==> config.mk <==
export PLATFORM = sky130hd
export DESIGN_NAME = fp_op_sequencer
export DESIGN_NICKNAME = d
export VERILOG_FILES = /design/src/rtl/fp_op_sequencer_pkg.sv /design/src/rtl/fp_op_sequencer_busy_watchdog.sv /design/src/rtl/fp_op_sequencer.sv
export SDC_FILE = /design/constraint.sdc
export NUM_CORES = 1
export LEC_CHECK = 0
export ABC_AREA = 1
export CAP_MARGIN = 20
export CORE_ASPECT_RATIO = 0.5
export CORE_UTILIZATION = 28
export DETAILED_ROUTE_END_ITERATION = 8
export GPL_TIMING_DRIVEN = 0
export PLACE_DENSITY = 0.54
export SYNTH_ARGS = -nofsm -noshare
export SYNTH_HDL_FRONTEND = slang
export SYNTH_HIERARCHICAL = 1
export SYNTH_SLANG_ARGS = --single-unit
==> constraint.sdc <==
create_clock -name i_clk -period 2.5 [get_ports i_clk]
set_input_delay 0.5 -clock i_clk [delete_from_list [all_inputs] [get_ports i_clk]]
set_output_delay 0.5 -clock i_clk [all_outputs]
set_load 0.01 [all_outputs]
==> src/rtl/fp_op_sequencer_pkg.sv <==
// Shared types for the FP issue sequencer: FSM states, FP sub-unit selector, command union and
// the IEEE exception flag set.
package fp_op_sequencer_pkg;

  typedef enum logic [1:0] {
    FpSeqIdle,
    FpSeqBusy,
    FpSeqWb
  } fp_seq_state_e;

  typedef enum logic [2:0] {
    FpUnitAdd  = 3'd0,
    FpUnitMul  = 3'd1,
    FpUnitFma  = 3'd2,
    FpUnitDiv  = 3'd3,
    FpUnitSqrt = 3'd4,
    FpUnitCvt  = 3'd5,
    FpUnitCmp  = 3'd6,
    FpUnitMove = 3'd7
  } fp_unit_e;

  typedef enum logic [3:0] {
    FmaMadd  = 4'd0,
    FmaMsub  = 4'd1,
    FmaNmsub = 4'd2,
    FmaNmadd = 4'd3
  } fp_fma_cmd_e;

  typedef enum logic [3:0] {
    MoveIntToFp = 4'd0,
    MoveFpToInt = 4'd1,
    MoveSgnj    = 4'd2
  } fp_move_cmd_e;

  typedef union packed {
    logic [3:0]   raw;
    fp_fma_cmd_e  fma;
    fp_move_cmd_e move;
  } fp_command_u;

  // Bit order matches the fflags CSR: NV DZ OF UF NX (NX is bit 0).
  typedef struct packed {
    logic nv;
    logic dz;
    logic of;
    logic uf;
    logic nx;
  } fflags_t;

  function automatic fflags_t mask_flags(input logic write, input fflags_t value);
    return write ? value : fflags_t'('0);
  endfunction

endpackage

==> src/rtl/fp_op_sequencer_busy_watchdog.sv <==
// Busy-cycle counter that pulses when an operation has stayed busy for WATCHDOG_CYCLES cycles.
module fp_op_sequencer_busy_watchdog
  import fp_op_sequencer_pkg::*;
#(
  parameter int unsigned WATCHDOG_CYCLES = 64
) (
  input  logic i_clk,
  input  logic i_rst,
  input  logic i_clear,
  input  logic i_enable,
  output logic o_expired
);

  localparam int unsigned CntW = (WATCHDOG_CYCLES > 1) ? $clog2(WATCHDOG_CYCLES) : 1;
  localparam logic [CntW-1:0] LastCount = CntW'(WATCHDOG_CYCLES - 1);

  logic [CntW-1:0] r_count;

  always_ff @(posedge i_clk) begin
    if (i_rst || i_clear) begin
      r_count <= '0;
    end else if (i_enable) begin
      r_count <= r_count + CntW'(1);
    end
  end

  assign o_expired = i_enable && (r_count == LastCount);

endmodule

==> src/rtl/fp_op_sequencer.sv <==
// Issue-side FP controller: latches one request, holds the unit enabled until done, then
// presents a single-cycle writeback and folds the reported flags into a sticky accumulator.
module fp_op_sequencer
  import fp_op_sequencer_pkg::*;
#(
  parameter int unsigned FP_WIDTH        = 32,
  parameter int unsigned WATCHDOG_CYCLES = 64
) (
  input  logic                i_clk,
  input  logic                i_rst,
  input  logic                i_flush,
  input  logic                i_req_valid,
  output logic                o_req_ready,
  input  fp_unit_e            i_req_unit,
  input  fp_command_u         i_req_command,
  input  logic [2:0]          i_req_rounding_mode,
  input  logic [4:0]          i_req_rd,
  input  logic                i_req_rd_is_int,
  input  logic [31:0]         i_req_int_src1,
  input  logic [31:0]         i_req_int_src2,
  input  logic [FP_WIDTH-1:0] i_req_fp_src1,
  input  logic [FP_WIDTH-1:0] i_req_fp_src2,
  input  logic [FP_WIDTH-1:0] i_req_fp_src3,
  output logic                o_fpu_enable,
  output logic                o_fpu_flush,
  output fp_unit_e            o_fpu_unit,
  output fp_command_u         o_fpu_command,
  output logic [2:0]          o_fpu_rounding_mode,
  output logic [31:0]         o_fpu_int_src1,
  output logic [31:0]         o_fpu_int_src2,
  output logic [FP_WIDTH-1:0] o_fpu_fp_src1,
  output logic [FP_WIDTH-1:0] o_fpu_fp_src2,
  output logic [FP_WIDTH-1:0] o_fpu_fp_src3,
  input  logic                i_fpu_done,
  input  logic [31:0]         i_fpu_int_result,
  input  logic [FP_WIDTH-1:0] i_fpu_fp_result,
  input  logic                i_fpu_write_flags,
  input  fflags_t             i_fpu_write_flags_value,
  output logic                o_wb_valid,
  output logic [4:0]          o_wb_rd,
  output logic                o_wb_is_int,
  output logic [31:0]         o_wb_int_value,
  output logic [FP_WIDTH-1:0] o_wb_fp_value,
  output fflags_t             o_fflags_accum,
  input  logic                i_fflags_clear,
  output logic                o_watchdog_error
);

  fp_seq_state_e r_state, w_state_next;

  logic w_accept, w_done, w_wd_expired;
  fflags_t r_flags, r_accum;

  always_ff @(posedge i_clk) begin
    if (i_rst) begin
      r_state <= FpSeqIdle;
    end else begin
      r_state <= w_state_next;
    end
  end

  // Flush and reset dominate every decoded output so nothing leaks out in the killing cycle.
  always_comb begin
    w_state_next     = r_state;
    o_req_ready      = 1'b0;
    o_fpu_enable     = 1'b0;
    o_wb_valid       = 1'b0;
    w_done           = 1'b0;
    o_watchdog_error = 1'b0;
    o_fpu_flush      = 1'b0;
    if (i_rst) begin
      w_state_next = FpSeqIdle;
    end else if (i_flush) begin
      o_fpu_flush  = 1'b1;
      w_state_next = FpSeqIdle;
    end else begin
      unique case (r_state)
        FpSeqIdle: begin
          o_req_ready = 1'b1;
          if (i_req_valid) w_state_next = FpSeqBusy;
        end
        FpSeqBusy: begin
          o_fpu_enable = 1'b1;
          if (i_fpu_done) begin
            w_done       = 1'b1;
            w_state_next = FpSeqWb;
          end else if (w_wd_expired) begin
            o_fpu_flush      = 1'b1;
            o_watchdog_error = 1'b1;
            w_state_next     = FpSeqIdle;
          end
        end
        FpSeqWb: begin
          o_wb_valid   = 1'b1;
          w_state_next = FpSeqIdle;
        end
        default: w_state_next = FpSeqIdle;
      endcase
    end
  end

  assign w_accept = o_req_ready && i_req_valid;

  fp_op_sequencer_busy_watchdog #(
    .WATCHDOG_CYCLES(WATCHDOG_CYCLES)
  ) u_busy_watchdog (
    .i_clk    (i_clk),
    .i_rst    (i_rst),
    .i_clear  (w_accept),
    .i_enable (o_fpu_enable && !i_fpu_done),
    .o_expired(w_wd_expired)
  );

  always_ff @(posedge i_clk) begin
    if (i_rst) begin
      o_fpu_unit          <= FpUnitAdd;
      o_fpu_command       <= '0;
      o_fpu_rounding_mode <= '0;
      o_fpu_int_src1      <= '0;
      o_fpu_int_src2      <= '0;
      o_fpu_fp_src1       <= '0;
      o_fpu_fp_src2       <= '0;
      o_fpu_fp_src3       <= '0;
      o_wb_rd             <= '0;
      o_wb_is_int         <= 1'b0;
      o_wb_int_value      <= '0;
      o_wb_fp_value       <= '0;
      r_flags             <= '0;
      r_accum             <= '0;
    end else begin
      if (w_accept) begin
        o_fpu_unit          <= i_req_unit;
        o_fpu_command       <= i_req_command;
        o_fpu_rounding_mode <= i_req_rounding_mode;
        o_fpu_int_src1      <= i_req_int_src1;
        o_fpu_int_src2      <= i_req_int_src2;
        o_fpu_fp_src1       <= i_req_fp_src1;
        o_fpu_fp_src2       <= i_req_fp_src2;
        o_fpu_fp_src3       <= i_req_fp_src3;
        o_wb_rd             <= i_req_rd;
        o_wb_is_int         <= i_req_rd_is_int;
      end
      if (w_done) begin
        o_wb_int_value <= i_fpu_int_result;
        o_wb_fp_value  <= i_fpu_fp_result;
        r_flags        <= mask_flags(i_fpu_write_flags, i_fpu_write_flags_value);
      end
      // A coincident clear wipes history but keeps the flags of the op retiring now.
      if (o_wb_valid) begin
        r_accum <= fflags_t'((i_fflags_clear ? '0 : r_accum) | r_flags);
      end else if (i_fflags_clear) begin
        r_accum <= '0;
      end
    end
  end

  assign o_fflags_accum = r_accum;

endmodule

Word-level counts from Yosys, hierarchy flattened
Index checks and enable logic that the tools add are counted.
{"block": "op_classes", "addsub": 1, "multipliers": 0, "n_div": 0, "order_cmp": 0, "n_eq_ne": 5, "shift": 0, "n_mux": 27, "bitwise": 1, "reduce_logical": 8}
{"operator": "1-bit 2-to-1 mux", "n": 20}
{"operator": "5-bit 2-to-1 mux", "n": 3}
{"operator": "6-bit by 1-bit adder with 6-bit output (second input constant)", "n": 1}
{"operator": "6-bit equality test (second input constant)", "n": 1}
{"operator": "2-bit 2-to-1 mux", "n": 3}
{"operator": "5-bit bitwise OR", "n": 1}
{"operator": "2-bit one-hot mux with 2 select lines", "n": 1}
{"operator": "1-bit logical AND", "n": 3}
{"operator": "3-bit by 2-bit inequality test with 1-bit output (second input constant)", "n": 1}
{"operator": "2-bit by 1-bit equality test with 1-bit output (second input constant)", "n": 1}
{"operator": "2-bit equality test (second input constant)", "n": 1}
{"operator": "2-bit logical NOT", "n": 1}
{"operator": "2-bit inequality test (second input constant)", "n": 1}
{"operator": "2-bit AND reduction", "n": 1}
{"operator": "2-bit OR reduction", "n": 1}
{"operator": "1-bit logical NOT", "n": 1}
{"operator": "1-bit logical OR", "n": 1}
{"block": "totals", "ff_bits": 258, "latchBits": 0, "ramBits": 0, "romBits": 0, "input_bits": 252, "output_inout_bits": 250, "wordCells": 66, "mem_count": 0}

Depth between registers and ports, before layout
Gate-level depths: netlist of the first run.
{"block": "logic_depth", "ltp_word": 11, "mapped_depth": 11, "ltp_nobuf": 10}

Modules after synthesis
Netlist of the first run, hierarchy kept.
{"mod": "fp_op_sequencer", "n_inst": 1, "cells_per_inst": 2003, "area_per_inst_um2": 12393.1, "seq_area_each_um2": 5044.8}
{"mod": "fp_op_sequencer_busy_watchdog", "n_inst": 1, "cells_per_inst": 39, "area_per_inst_um2": 285.3, "seq_area_each_um2": 120.1}

Least setup slack after synthesis of the first run
Ideal clock, no wire load.
{"block": "synth_path", "path_kind": "input -> output", "from": "input i_rst", "to": "output o_fpu_flush", "arrival_ns": 1.847, "required_ns": 2.000, "path_slack_ns": 0.153, "path_stages": 9, "path_buffers": 2, "cell_sequence": "buf_2 > nor2_8 > buf_2 > nand3_1 > inv_1 > nand4_1 > nor2_1 > nand3_1 > a21oi_1"}
{"block": "synth_via", "elab_chain_len": 8}
{"item": "start: declaration", "line": "fp_op_sequencer.sv:10", "source": "input logic i_rst,"}
{"item": "1-bit 2-to-1 mux", "line": "fp_op_sequencer.sv:71", "source": "if (i_rst) begin"}
{"item": "1-bit logical AND", "line": "fp_op_sequencer.sv:110", "source": ".i_enable (o_fpu_enable && !i_fpu_done),"}
{"item": "1-bit logical AND", "line": "fp_op_sequencer_busy_watchdog.sv:27", "source": "assign o_expired = i_enable && (r_count == LastCount);"}
{"item": "named net w_wd_expired", "line": "fp_op_sequencer.sv:51", "source": "logic w_accept, w_done, w_wd_expired;"}
{"item": "1-bit 2-to-1 mux", "line": "fp_op_sequencer.sv:87", "source": "end else if (w_wd_expired) begin"}
{"item": "1-bit 2-to-1 mux", "line": "fp_op_sequencer.sv:84", "source": "if (i_fpu_done) begin"}
{"item": "1-bit 2-to-1 mux", "line": "fp_op_sequencer.sv:77", "source": "unique case (r_state)"}
{"item": "1-bit 2-to-1 mux", "line": "fp_op_sequencer.sv:73", "source": "end else if (i_flush) begin"}
{"item": "1-bit 2-to-1 mux", "line": "fp_op_sequencer.sv:71"}
{"item": "end: declaration", "line": "fp_op_sequencer.sv:25", "source": "output logic o_fpu_flush,"}
The timed path passes the listed nets, and every way through them passes these cells.

Worst setup path after layout of the first run
{"block": "layout_path", "from": "register r_state[0]", "to": "output o_fpu_flush"}
{"block": "layout_via", "elab_chain_len": 11}
{"item": "start: declaration", "line": "fp_op_sequencer.sv:49", "source": "fp_seq_state_e r_state, w_state_next;"}
{"item": "start signal: assignment", "line": "fp_op_sequencer.sv:56", "source": "r_state <= FpSeqIdle;"}
{"item": "start signal: assignment", "line": "fp_op_sequencer.sv:58", "source": "r_state <= w_state_next;"}
{"item": "2-bit by 1-bit equality test with 1-bit output", "line": "fp_op_sequencer.sv:77"}
{"item": "1-bit 2-to-1 mux", "line": "fp_op_sequencer.sv:77"}
{"item": "1-bit 2-to-1 mux", "line": "fp_op_sequencer.sv:73"}
{"item": "1-bit 2-to-1 mux", "line": "fp_op_sequencer.sv:71"}
{"item": "1-bit logical AND", "line": "fp_op_sequencer.sv:110"}
{"item": "1-bit logical AND", "line": "fp_op_sequencer_busy_watchdog.sv:27"}
{"item": "named net w_wd_expired", "line": "fp_op_sequencer.sv:51"}
{"item": "1-bit 2-to-1 mux", "line": "fp_op_sequencer.sv:87"}
{"item": "1-bit 2-to-1 mux", "line": "fp_op_sequencer.sv:84"}
{"item": "1-bit 2-to-1 mux", "line": "fp_op_sequencer.sv:77"}
{"item": "1-bit 2-to-1 mux", "line": "fp_op_sequencer.sv:73"}
{"item": "1-bit 2-to-1 mux", "line": "fp_op_sequencer.sv:71"}
The timed path passes the listed nets, and every way through them passes these cells.

==> results of run 1 <==
layout by cell type (no fill, tap or decap), drive strengths merged, types with 4 or more instances in the layout:
cell           synthesis  final
a21oi                  9      9
buf                   89    114
clkbuf                47     91
clkdlybuf4s50          0    492
dfxtp                258    258
diode                  0      7
dlygate4sd2            0      4
inv                  605    605
nand2                441    441
nand3                  6      6
nand4                251    251
nor2                 328    328
worst paths after layout:
path / slack, ns / endpoint / start / depth (start not counted)
worst max-delay path: 0.04 / o_fpu_flush / r_state[0]$_SDFFE_PP0P_ / 9
worst min-delay path: 0.45 / u_busy_watchdog/r_count[2]$_SDFFE_PP0P_ / i_rst / 4
worst max register to register: 0.11 / u_busy_watchdog/r_count[4]$_SDFFE_PP0P_ / r_state[0]$_SDFFE_PP0P_ / 19
worst min register to register: 0.47 / o_fflags_accum[1]$_SDFF_PP0_ / o_fflags_accum[1]$_SDFF_PP0_ / 2
sequential cells by signal, indices dropped and copies added, names as in the netlist, 6 cells and up:
| signal | cells |
|---|---|
| o_fpu_fp_src2 | 32 |
| o_fpu_fp_src1 | 32 |
| o_wb_int_value | 32 |
| o_fpu_int_src2 | 32 |
| o_wb_fp_value | 32 |
| o_fpu_fp_src3 | 32 |
| u_busy_watchdog/r_count | 6 |
| o_fpu_int_src1 | 32 |
timing repair:
item                                    in CTS  in global routing
setup buffers                               18                  5
pin swaps                                    5                  6
resized for setup                           35                  9
endpoints found under the setup margin       5                  3
routing by layer:
layer | GRT usage [%] | vias up | wire [µm]
li1 | - | 7079 | -
met1 | 25.4 | 6024 | 21100
met2 | 39.8 | 203 | 26700
met3 | 2.92 | 68 | 1480
met4 | 7.25 | 0 | 1430
met5 | 0 | - | 0
layout make-up:
| type | instances | area (µm²) | area share (%) |
|---|---|---|---|
| buffer | 135 | 626 | 3.19 |
| clock buffer | 46 | 910 | 4.64 |
| sequential | 258 | 5170 | 26.4 |
| inverter | 605 | 2280 | 11.6 |
| antenna | 7 | 17.5 | 0.0893 |
| clock inverter | 5 | 58.8 | 0.300 |
| timing repair buffer | 521 | 5160 | 26.3 |
| tap | 588 | 736 | 3.75 |
| multi-input combinational | 1043 | 4660 | 23.7 |
power by group:
group	switching (µW)	internal [µW]	leakage (µW)	total (µW)
Clock	1840	2580	0.000478	4420
Sequential	80.8	4270	0.00210	4360
Combinational	943	916	0.00699	1860
Total	2860	7770	0.00957	10600
kinds of logic after synthesis:
kind of cell / count (synthesis)
AOI/OAI and AO/OA: 12
adders and majority gates: 1
buffers and inverters: 741
DFF: 258
and+or+nand+nor: 1030
per-stage QoR:
stage	setup WS (ns)	area [µm²]	instances	TNS, ns	total power [µW]
floorplan	0.153	12700	2042	0	5290
global placement	-1.44	18400	3129	-7.08	6290
detailed placement	-1.45	18400	3129	-7.18	6300
CTS	-0.0111	19600	3197	-0.0111	10800
global route	-0.0624	19600	3208	-0.0830	11100
finish	0.0429	19600	3208	0	10600
worst max-delay path: cells and delay by family (launching register included):
family | cells | cell delay, ns
AO/OA/AOI/OAI | 1 | 0.16
flip-flops | 1 | 0.36
AND/OR/NAND/NOR | 5 | 0.61
buffers and inverters | 3 | 0.27
==> summary.md, run 1 <==
| Metric | Value |
|---|---|
| Status | complete, no violations |
| Worst-path fanout max | 4 |
| Top cells by area, synth | dfxtp_1 (41%), inv_1 (18%), nand2_1 (13%), nand4_1 (12%), nor2_1 (9.5%) |
| Max Cap Viol | 0 |
| Total I/O pin count | 502 |
| Fmax | 407 MHz |
| CTS Hold Buffers Added | 0 |
| Die area | 46200 µm² |
| Total of warnings raised by yosys | 6 |
| #FFs+latches synth | 258 |
| Total track usage | 21.6% |
| Initial DRT Pass Iterations | 6 |
| Sinks on Clock Net | 258 |
| Worst hold margin | 0.449 ns |
| Mux cell area share after synthesis | 0% |
| Cell Area, Synth | 12700 µm² |
| Routed wire length | 50.7 mm |
| Number of synthesized flops with an enable pin | 0 |
| Via-per-instance ratio | 4.17 |
| Worst endpoint required time | 2.00 ns |
| Xor/xnor share of the synthesized area | 0% |
| Remaining Overflow, GRT | 0 |
| Die Y | 152 µm |
| Syn Area/Cell | 6.21 µm² |
| Seq/Total Area, Yosys | 40.7% |
| DRT iter0 DRCs | 606 |
| Worst Hold Class | in -> reg |
| CTS Buffer Depth | 3 |
| Synth cell count leaders | inv_1 (604), nand2_1 (440), nor2_1 (322), dfxtp_1 (258), nand4_1 (251) |
| CTS tree | yes |
| First-pass GRT wire length | 76.1 mm |
| Crit. End Element | output port |
| Worst Max-Slew Pin Slew | 0.778 ns |
| Max incr delay on CP | 0.36 ns |
| Routed via count | 13400 |
| CP Cell Sequence | clkinv_4, nor2_4, nand3_2, inv_2, nand4_1, nor2_2, nand3_2, a21oi_2, buf_6 |
| Initial antenna violation count | 7 |
| PortBufs | 499 |
| Post-layout nets | 2845 |
| Starting Density | 28.7% |
| Max-slew violations | 0 |
| CTS root buf | clkbuf_16 |
| Worst path arrival time | 1.96 ns |
| Largest net degree at the start of global routing | 14 |
| Core area | 44100 µm² |
| Endpoints failing hold | 0 |
| Layout Area Growth over Synthesis | 54.7% |
| Power per Cell Area | 542 nW/µm² |
| Fillers | 4602 |
| Clock slew at reported path FFs | 0.06 ns |
| Mapped Nets | 2295 |
| H-tree levels | 1 |
| Share of synthesized cell area in and, or, nand and nor gates | 36.0% |
| CP Class | reg -> out |
| Library cells used by synthesis | 20 |
| Area fraction in compound gates after synthesis | 0.474% |
| Num CTS Buffers | 28 |
| Combinational family with the most area after synthesis | simple AND/OR/NAND/NOR gates |
| Share of layout cells above drive strength 1 | 6.47% |
| Final core occ | 44.5% |
| RSZ-0062 raised after global routing | yes |
| Slowest CP cell | dfxtp_4 |
| Tmin final | 2.46 ns |
| Worst vdd ir | 475 µV |
| Ys flop type | dfxtp_1 |
| Final period utilization | 98.3% |
| Share of the synthesized area in the top cell type | 40.7% |
| Rows | 54 |
| Dpl hpwl | 39.8 mm |
| Leakage | 0.00957 µW |
| DR DRC count | 0 |
| Area leader, netlist | dfxtp_1 |
| CP startpoint kind | flop |
| Die X | 303 µm |
| Vias in the first global route | 12700 |
| Max_slew headroom | 48.1% |
| Fraction of the mapped netlist area in adder cells | 0.0987% |
| Routed WL per cell | 15.8 µm |
| GPL Wtd Cong | 0.878 |
| Synth Instances | 2042 |
| Final-report setup violation count | 0 |
| Most common cell in the netlist | inv_1 |
| Clk_lat worst skew | 0.56 ns |
| Asr flop ratio synth | 0% |
| Detail Route Antenna Nets | 0 |
| Critical path's most frequent cell | nand3_2 |
| Skew final | 0.00884 ns |
(Power assumes the default switching activity.)
==> inputs of run 2 (changes only) <==
--- a/config.mk
+++ b/config.mk
@@ -8,6 +8,7 @@
 export ABC_AREA = 1
 export CAP_MARGIN = 20
 export CORE_ASPECT_RATIO = 0.5
+export CORE_MARGIN = 2
 export CORE_UTILIZATION = 28
 export DETAILED_ROUTE_END_ITERATION = 8
 export GPL_TIMING_DRIVEN = 0
==> run 2 against run 1 <==
Clock power is 6.8% lower. Design area down 1.0%. Total power fell by 2.8%. Via count rose by 1.3%. Die area rose by 2.0%. Core utilization down 1.3 points. Sequential power is essentially flat. Highest routed layer unchanged.
==> summary.md, run 2 (synthesized netlist as in run 1, its figures left out) <==
| Metric | Value |
|---|---|
| CTS root buf | clkbuf_16 |
| Starting Density | 28.2% (-0.52 points) |
| Vias in the first global route | 12500 (-1.6%) |
| Worst-path fanout max | 2 (-2) |
| R2r setup slk | 0.31 ns (+0.20 ns) |
| DR DRC count | 0 (unchanged) |
| GPL Wtd Cong | 0.911 (+3.9%) |
| WHS Path Cells | 5 (+1) |
| Crit. End Element | output port |
| Share of layout cells above drive strength 1 | 5.77% (-0.69 points) |
| Remaining Overflow, GRT | 0 (unchanged) |
| Final Worst Setup Slack | 0.0255 ns (-0.0174 ns) |
| Final-report setup violation count | 0 (unchanged) |
| CTS Hold Buffers Added | 0 (unchanged) |
| Hold path endpoint | r_state[0]$_SDFFE_PP0P_ |
| Largest net degree at the start of global routing | 18 (+4) |
| Leakage | 0.00946 µW (-1.1%) |
| Max-slew violations | 0 (unchanged) |
| RSZ-0062 raised after global routing | yes |
| DRT iter0 DRCs | 808 (+33%) |
| Initial DRT Pass Iterations | 5 (-1) |
| CP startpoint kind | flop |
| Final period utilization | 99.0% (+0.70 points) |
| Routed WL per cell | 16.0 µm (+1.2%) |
| Pre-CTS setup slack | -1.52 ns (-0.0749 ns) |
| Detail Route Antenna Nets | 0 (unchanged) |
| Worst vdd ir | 467 µV (-1.5%) |
| Endpoints failing hold | 0 (unchanged) |
| Core area | 44900 µm² (+1.9%) |
| Total I/O pin count | 502 (unchanged) |
| Max Cap Viol | 0 (unchanged) |
| Routed wire length | 51.2 mm (+1.1%) |
| RR Startpoint | r_state[1]$_SDFFE_PP0P_ |
| Skew final | 0.0242 ns (+0.0154 ns) |
| Rows | 55 (+1.9%) |
| Sinks on Clock Net | 258 (unchanged) |
| Commonest non-fill, non-tap cells in the layout | inv_1 (602), clkdlybuf4s50_1 (492), nand2_1 (440), nor2_1 (321), dfxtp_1 (256) |
| First-pass GRT wire length | 75.7 mm (-0.63%) |
| Worst endpoint required time | 2.00 ns (about the same) |
| Fmax | 404 MHz (-0.70%) |
| Worst path arrival time | 1.97 ns (about the same) |
| Die area | 47100 µm² (+2.0%) |
| Clock slew at reported path FFs | 0.06 ns (about the same) |
| Most common cell after layout, fill and taps aside | inv_1 |
| R2R Path End | u_busy_watchdog/r_count[1]$_SDFFE_PP0P_ |
| Critical hold path startpoint | i_flush |
| Final TNS setup | 0 ns (unchanged) |
| CTS Buffer Depth | 3 (unchanged) |
| CP Class | reg -> out |
| Worst Max-Slew Pin Slew | 0.812 ns (+0.0340 ns) |
| Die X | 305 µm (+0.66%) |
| Post-route cell area | 19400 µm² (-1.0%) |
| Power per Cell Area | 533 nW/µm² (-1.8%) |
| Fillers | 4768 (+3.6%) |
| Layout Area Growth over Synthesis | 53.1% |
| Status | complete, no violations |
| Tmin final | 2.47 ns (+0.0174 ns) |
| Critical path origin | r_state[0]$_SDFFE_PP0P_ |
| Via-per-instance ratio | 4.23 (+1.4%) |
| Num CTS Buffers | 28 (unchanged) |
| Worst hold margin | 0.419 ns (-0.0293 ns) |
| Post-layout nets | 2833 (-0.42%) |
| PortBufs | 499 (unchanged) |
| CTS tree | yes |
| Placed inst area | 18400 µm² (about the same) |
| Initial antenna violation count | 7 (unchanged) |
| Final core occ | 43.2% (-1.3 points) |
| H-tree levels | 1 (unchanged) |
| Dpl hpwl | 40.3 mm (+1.1%) |
| Worst Hold Class | in -> reg |
| Routed via count | 13500 (+1.3%) |
| Max_slew headroom | 45.8% (-2.3 points) |
| Die Y | 154 µm (+1.3%) |
| Clk_lat worst skew | 0.57 ns (about the same) |
| Total track usage | 20.9% (-0.65 points) |
| Cells on worst reg2reg path | 9 (-10) |
[run 2: cell types whose count changed in the layout (fill, tap and decap cells not counted), moves of 2 or more]
cell / before / now
clkbuf_1: 50 / 54
buf_4: 22 / 13
clkbuf_8: 12 / 8
buf_6: 4 / 1
clkbuf_2: 0 / 2
[run 2: final cells by class]
class	count	area, µm²	share of cell area [%]
Multi-Input combinational cell	1043	4650	24.0
Sequential cell	258	5170	26.6
Timing Repair Buffer	511	5070	26.1
Tap cell	598	748	3.85
Buffer	133	603	3.11
Clock inverter	3	26.3	0.135
Antenna cell	7	17.5	0.0902
Clock buffer	45	845	4.35
Inverter	605	2280	11.7
[run 2: metal layers]
| layer | routed length (µm) | vias to the layer above | global-route usage (%) |
|---|---|---|---|
| met5 | 0 | - | 0 |
| met4 | 1650 | 0 | 7.33 |
| met3 | 1490 | 90 | 2.29 |
| met2 | 26700 | 219 | 38.9 |
| met1 | 21400 | 6184 | 25.0 |
| li1 | - | 7052 | - |
[run 2: what timing repair did]
item,CTS,global route
setup buffers,7,5
gates resized for setup,34,2
endpoints found under the hold margin,0,0
pin swaps,6,6
setup endpoints to repair,5,2
[run 2: through the flow]
| stage | cells | power, µW |
|---|---|---|
| 4_1_cts | 3192 | 10500 |
| 6_report | 3203 | 10300 |
| 3_3_place_gp | 3139 | 6290 |
| 2_1_floorplan | 2042 | 5290 |
| 3_5_place_dp | 3139 | 6300 |
| 5_1_grt | 3203 | 10800 |
[run 2: critical path: stages, from the launching register on]
cell,delay (ns)
dfxtp_4,0.36
inv_6,0.03
nor2_4,0.10
nand3_2,0.09
inv_2,0.09
nand4_1,0.13
nor2_2,0.19
nand3_2,0.13
a21oi_2,0.13
buf_2,0.15
[run 2: worst max path at each step]
stage | slack [ns] | to | cells after the start
floorplan | 0.15 | o_fpu_flush | 9
global placement | -1.53 | o_fpu_flush | 11
detailed placement | -1.52 | o_fpu_flush | 11
CTS | -0.1 | o_fpu_flush | 9
global route | -0.10 | o_fpu_flush | 9
finish | 0.03 | o_fpu_flush | 9
[run 2: power breakdown]
| group | leakage (µW) | total, µW | switching [µW] | internal, µW |
|---|---|---|---|---|
| Sequential | 0.00210 | 4360 | 83.8 | 4280 |
| Combinational | 0.00693 | 1860 | 949 | 911 |
| Clock | 0.000428 | 4120 | 1820 | 2290 |
